### src/rtl/multi_ce_gen.sv
// ---------------------------------------------------------------------------
// multi_ce_gen
//   NCH independent fractional clock-enable generators. Each channel adds its
//   rate to a modulo-CLK_HZ phase accumulator every enabled cycle and emits a
//   one-cycle ce pulse on every wrap. Over any whole second the pulse count
//   therefore equals the rate, with no drift.
//   In auto mode a channel measures its own pulse count between rising sync
//   edges, scales it by 60, and clamps the result to [RATE_MIN, CLK_HZ]. From
//   then on the measured rate drives the accumulator instead of rate_in.
//
// Parameters
//   NCH       number of channels (1..8)
//   ACC_W     width of rate, accumulator and measurement words
//   CLK_HZ    clk_sys frequency; accumulator modulus and upper rate clamp
//   RATE_MIN  lower clamp for measured rates
//
// Ports
//   clk_sys   in   1          sole clock, rising edge
//   reset_n   in   1          asynchronous active-low reset
//   en        in   NCH        per-channel run enable
//   auto      in   NCH        0: rate_in drives channel, 1: measured rate
//   rate_in   in   NCH*ACC_W  target rate in Hz, channel k at [k*ACC_W +: ACC_W]
//   sync      in   NCH        frame sync (clk_sys domain), rising edge used
//   ce        out  NCH        one-cycle clock-enable pulses
//   rate_cur  out  NCH*ACC_W  rate currently applied to each accumulator
//   meas_vld  out  NCH        a measured rate is held for that channel
// ---------------------------------------------------------------------------
module multi_ce_gen #(
  parameter int NCH      = 2,
  parameter int ACC_W    = 32,
  parameter int CLK_HZ   = 42000000,
  parameter int RATE_MIN = 5000000
) (
  input  logic                 clk_sys,
  input  logic                 reset_n,
  input  logic [NCH-1:0]       en,
  input  logic [NCH-1:0]       auto,
  input  logic [NCH*ACC_W-1:0] rate_in,
  input  logic [NCH-1:0]       sync,
  output logic [NCH-1:0]       ce,
  output logic [NCH*ACC_W-1:0] rate_cur,
  output logic [NCH-1:0]       meas_vld
);

  localparam logic [ACC_W-1:0]   LP_MOD   = ACC_W'(CLK_HZ);
  localparam logic [ACC_W-1:0]   LP_MIN   = ACC_W'(RATE_MIN);
  localparam logic [2*ACC_W-1:0] LP_MOD_W = (2*ACC_W)'(CLK_HZ);
  localparam logic [2*ACC_W-1:0] LP_MIN_W = (2*ACC_W)'(RATE_MIN);

  for (genvar k = 0; k < NCH; k++) begin : g_ch
    logic [ACC_W-1:0]   w_rate_in;
    logic [ACC_W-1:0]   w_src;
    logic [ACC_W-1:0]   w_sel;
    logic [ACC_W:0]     w_nxt;
    logic [ACC_W-1:0]   w_cnt_inc;
    logic [2*ACC_W-1:0] w_cnt_w;
    logic [2*ACC_W-1:0] w_prod;
    logic [ACC_W-1:0]   w_meas;
    logic               w_sync_rise;

    logic [ACC_W-1:0]   r_sel;
    logic [ACC_W-1:0]   r_rate;
    logic [ACC_W-1:0]   r_sum;
    logic               r_ce;
    logic [ACC_W-1:0]   r_cnt;
    logic [ACC_W-1:0]   r_meas;
    logic               r_vld;
    logic               r_sync_q;
    logic               r_auto_q;
    logic               r_started;

    assign w_rate_in = rate_in[k*ACC_W +: ACC_W];

    // Measured rate is only used once one has actually been captured.
    assign w_src = (auto[k] && r_vld) ? r_meas : w_rate_in;
    assign w_sel = (w_src > LP_MOD) ? LP_MOD : w_src;

    // sum < CLK_HZ and rate <= CLK_HZ, so one extra bit holds the sum and a
    // single subtraction always brings it back into range.
    assign w_nxt = {1'b0, r_sum} + {1'b0, r_rate};

    // count*60 as a shift-add, at double width so a large count clamps
    // instead of wrapping.
    assign w_cnt_w = {{ACC_W{1'b0}}, r_cnt};
    assign w_prod  = (w_cnt_w << 5) + (w_cnt_w << 4) + (w_cnt_w << 3) + (w_cnt_w << 2);
    assign w_meas  = (w_prod > LP_MOD_W) ? LP_MOD :
                     (w_prod < LP_MIN_W) ? LP_MIN : ACC_W'(w_prod);

    assign w_cnt_inc   = (&r_cnt) ? r_cnt : r_cnt + ACC_W'(r_ce);
    assign w_sync_rise = sync[k] & ~r_sync_q;

    // Two-stage rate pipeline: select/clamp, then apply.
    // NOTE: every register here, the measurement word included, has an async
    // reset value so a reset mid-operation leaves no stale rate behind.
    always_ff @(posedge clk_sys or negedge reset_n) begin
      if (!reset_n) begin
        r_sel  <= '0;
        r_rate <= '0;
      end else begin
        // NOTE: sequential state is written with <= only, so every register
        // samples the pre-edge values of its neighbours.
        r_sel  <= w_sel;
        r_rate <= r_sel;
      end
    end

    // Phase accumulator and registered ce.
    always_ff @(posedge clk_sys or negedge reset_n) begin
      if (!reset_n) begin
        r_sum <= '0;
        r_ce  <= 1'b0;
      end else if (!en[k]) begin
        r_sum <= '0;
        r_ce  <= 1'b0;
      end else if (w_nxt >= {1'b0, LP_MOD}) begin
        r_sum <= ACC_W'(w_nxt - {1'b0, LP_MOD});
        r_ce  <= 1'b1;
      end else begin
        r_sum <= ACC_W'(w_nxt);
        r_ce  <= 1'b0;
      end
    end

    // Sync-interval pulse counting and measurement capture.
    always_ff @(posedge clk_sys or negedge reset_n) begin
      if (!reset_n) begin
        r_cnt     <= '0;
        r_meas    <= '0;
        r_vld     <= 1'b0;
        r_sync_q  <= 1'b0;
        r_auto_q  <= 1'b0;
        r_started <= 1'b0;
      end else begin
        // Edge detector keeps tracking sync in every mode.
        r_sync_q <= sync[k];
        r_auto_q <= auto[k];
        if (!en[k]) begin
          r_cnt     <= '0;
          r_vld     <= 1'b0;
          r_started <= 1'b0;
        end else if (!auto[k]) begin
          r_vld     <= 1'b0;
          r_started <= 1'b0;
        end else if (!r_auto_q) begin
          // Entry into auto mode: discard whatever was counted before.
          r_cnt     <= '0;
          r_started <= 1'b0;
        end else if (w_sync_rise) begin
          // The pulse landing in the edge cycle belongs to the new interval.
          r_cnt     <= ACC_W'(r_ce);
          r_started <= 1'b1;
          if (r_started) begin
            r_meas <= w_meas;
            r_vld  <= 1'b1;
          end
        end else begin
          r_cnt <= w_cnt_inc;
        end
      end
    end

    assign ce[k]                     = r_ce;
    assign meas_vld[k]               = r_vld;
    assign rate_cur[k*ACC_W +: ACC_W] = r_rate;
  end

endmodule

### config.mk
export PLATFORM = sky130hd
export DESIGN_NAME = multi_ce_gen
export DESIGN_NICKNAME = d
export VERILOG_FILES = /design/src/rtl/multi_ce_gen.sv
export SDC_FILE = /design/constraint.sdc
export NUM_CORES = 1
export LEC_CHECK = 0
export BUFFER_PORTS_ARGS = -buffer_cell sky130_fd_sc_hd__buf_4
export CORE_ASPECT_RATIO = 2
export CORE_MARGIN = 1.5
export CORE_UTILIZATION = 55
export DETAILED_ROUTE_END_ITERATION = 10
export MAX_ROUTING_LAYER = met4
export PLACE_DENSITY = 0.77
export SYNTH_ARGS = -nofsm -noshare
export SYNTH_HDL_FRONTEND = slang
export SYNTH_SLANG_ARGS = --single-unit
### constraint.sdc
create_clock -name clk_sys -period 7 [get_ports clk_sys]
set_clock_uncertainty 0.05 [all_clocks]
set_input_delay 0.35 -clock clk_sys [delete_from_list [all_inputs] [get_ports clk_sys]]
set_output_delay 0.35 -clock clk_sys [all_outputs]
set_load 0.005 [all_outputs]
==> results.yml <==
floorplanning:
  std_cell_rows: 111
  core_area_sq_um: 45800
  ioPinCount: 140
  fp.dieW_um: 155
  dieArea_sq_um: 47800
  die_h_um: 308
  start_util_pct: 55.8
layout:
  multi_input_area_sq_um: 16200
  nNetsFinal: 3425
  final_area_sq_um: 28600
  seq_area_sq_um: 8160
  area_growth_pct: 12.0
  layoutNonFillerInstCount: 3615
  fill_cells: 3920
  layout-drive-gt1-share_pct: 8.01
placement:
  placed_area_sq_um: 27000
  dp.cells: 3505
  gp_congestion: 0.984
  hpwlAfterDp_um: 58600
  portBuffers: 139
  post-place-ws_ps: 1040
sta:
  maxSlewViolCount: 0
  setup_slack_ps: 939
  hold_viol: 0
  final-setup-viol-count: 0
  fmax_mhz: 165
  slew_headroom_pct: 21.0
  fin_crit_sh_pct: 86.6
  tns_ps: 0
  worst_slew_pin_slew_ps: 1180
  hold_ws_ps: 51.3
  rsz0062_at_grt: "false"
  fin_crit_ps: 6060
detailed_routing:
  drt_iter0_drc: 1181
  drtAntennaViolNets: 0
  routedWlPerCell_um: 20.5
  drc: 0
  vias_per_cell: 6.13
  routed_wl_um: 74100
  first_pass_iters: 6
  vias: 22145
global_routing:
  grt_max_degree: 136
  met3_usage_pct: 3.50
  met2_usage_pct: 58.6
  antenna_found_initial: 1
  top_usage_layer: "met2"
  overflow: 0
  grtUsageTotal_pct: 32.3
  grt_pass1_vias: 23292
  grt_pass1_wl_um: 118000
  use_met1_pct: 30.8
power:
  power_leakage_uw: 0.0138
  ir_worst_vdd_uv: 176
  powerDensity_nw_per_um2: 220
cts:
  cts.repair.resized: 0
  cts_tree: "yes"
  root_buffer: "clkbuf_16"
  clock_latency_ps: 590
  numCtsBuffers: 31
  cts_hold_buf: 50
  path_clk_slew_ps: 70
  post-cts-setup-buffers: 0
  cts_buffer_depth: 3
  clock_sinks: 326
  htreeDepth: 1
yosys:
  netlist_top_cells_area: "dfrtp_1 32%, ha_1 10%, fa_1 9.4%, nand2_1 4.8%, a21oi_1 4.6%"
  synthDistinctLibCells: 87
  yosys.area.top_type: "dfrtp_1"
  synthCells: 2894
  syn_area_sq_um: 25600
  synth_top_area_share_pct: 31.9
  ys_ff_latch: 326
  avgSynthCellArea_sq_um: 8.83
  yosysMostFrequentCell: "dfrtp_1"
  netlist_top_cells_count: "326 x dfrtp_1, 325 x nand2_1, 233 x a21oi_1, 214 x inv_1"
  async_flop_share_pct: 100
  yosys_warnings: 0
  synthFlopType: "dfrtp_1"
  synth_seq_area_share_pct: 31.9
  synth_edf_count: 0
setup_path:
  endpoint_kind: "flop"
  crit_type: "reg -> reg"
  worstPathArrival_ps: 6420
  worstPathRequired_ps: 7360
  worstPathMaxFanout: 11
  cp-start-kind: "flop"
status:
  status: "complete, no violations"
flow_run:
  maxCapViolCount: 0
worst_hold_path:
  hp-class: "in -> reg"
-- worst paths after layout --
check,from,end,slack (ps),depth (start not counted)
max reg2reg,g_ch[1].r_cnt[16],g_ch[1].r_meas[23],940,16
min reg2reg,g_ch[0].r_sel[27],g_ch[0].r_rate[27],290,0
max in group asynchronous,reset_n,g_ch[1].r_meas[24],4940,3
min in group asynchronous,reset_n,g_ch[1].r_sel[28],380,2
min,rate_in[45],g_ch[1].r_sel[13],50,3
max,g_ch[1].r_cnt[16],g_ch[1].r_meas[23],940,16
-- routing by layer --
| metal | up-vias | routed length [um] |
|---|---|---|
| li1 | 10389 | - |
| met1 | 10735 | 24900 |
| met2 | 701 | 39500 |
| met3 | 320 | 2910 |
| met4 | 0 | 6770 |
| met5 | - | 0 |
-- worst max-delay path, cell delays in order, from the launching register on --
cell and delay, ps:
dfrtp_1 410, inv_1 240, fa_1 510, fa_1 510, inv_1 40, ha_1 390, nand2_1 160, or3_1 440
a2111oi_0 800, nor2_1 130, a22oi_1 230, o2111a_1 210, nand4_1 90, nor4_1 240, nand4_1 270, nor3_1 1000
a21oi_1 170
-- flip-flops by register name (all words and copies together), names as in the netlist --
signal and flops:
g_ch.r_auto_q 2, g_ch.r_ce 2, g_ch.r_cnt 64, g_ch.r_meas 60
g_ch.r_rate 64, g_ch.r_sel 64, g_ch.r_started 2, g_ch.r_sum 64
g_ch.r_sync_q 2, g_ch.r_vld 2
-- stage by stage --
step | util, % | power, uW
6_report | 62.5 | 6290
2_1_floorplan | - | 3760
3_5_place_dp | 58.9 | 4400
3_3_place_gp | 58.9 | 4340
5_1_grt | 62.5 | 6620
4_1_cts | 62.5 | 6280
-- area by class of cell --
class,instances,share of cell area (%)
Antenna cell,2,0.0175
Clock buffer,34,2.78
Clock inverter,24,1.11
Inverter,215,2.82
Multi-Input combinational cell,2244,56.4
Sequential cell,326,28.5
Tap cell,565,2.47
Timing Repair Buffer,205,5.88
-- cells by family (layout without fill, tap and decap cells) --
group           after synthesis  count (layout)  share of synthesized area (%)
simple gates                989             989                           18.9
compound gates              735             735                           18.2
buf+inv                     335             478                           5.07
fa+ha+maj                   330             330                           19.7
flops                       326             326                           31.9
xor+xnor                    160             160                           5.48
mux                          18              18                          0.725
other cells                   1              14                         0.0147
-- cells in the final DEF, fill, tap and decap left out, types with 7 or more instances in the layout --
cell type	n
dfrtp_1	326
nand2_1	325
a21oi_1	233
inv_1	214
nor2_1	210
ha_1	210
o21ai_0	160
buf_4	153
fa_1	120
xnor2_1	113
nand3_1	77
a21o_1	69
nand4_1	64
nor3_1	55
dlygate4sd3_1	50
xor2_1	47
and2_1	46
a31oi_1	42
and3_1	32
clkbuf_16	31
nor4_1	27
nand2b_1	27
or3_1	26
nand3b_1	25
o211ai_1	25
o31ai_1	24
a211oi_1	23
o21a_1	20
o21bai_1	17
a22o_1	16
or4_1	15
nor2b_1	15
mux2i_1	14
conb_1	12
o22a_1	10
nor3b_1	9
or2_2	9
and4_1	8
o2111ai_1	8
a31o_2	7
-- power breakdown --
group	switching (uW)	internal (uW)
clock network	785	1060
registers	52.4	2000
logic	1520	873
No activity file was read; power rests on OpenSTA's default activity.
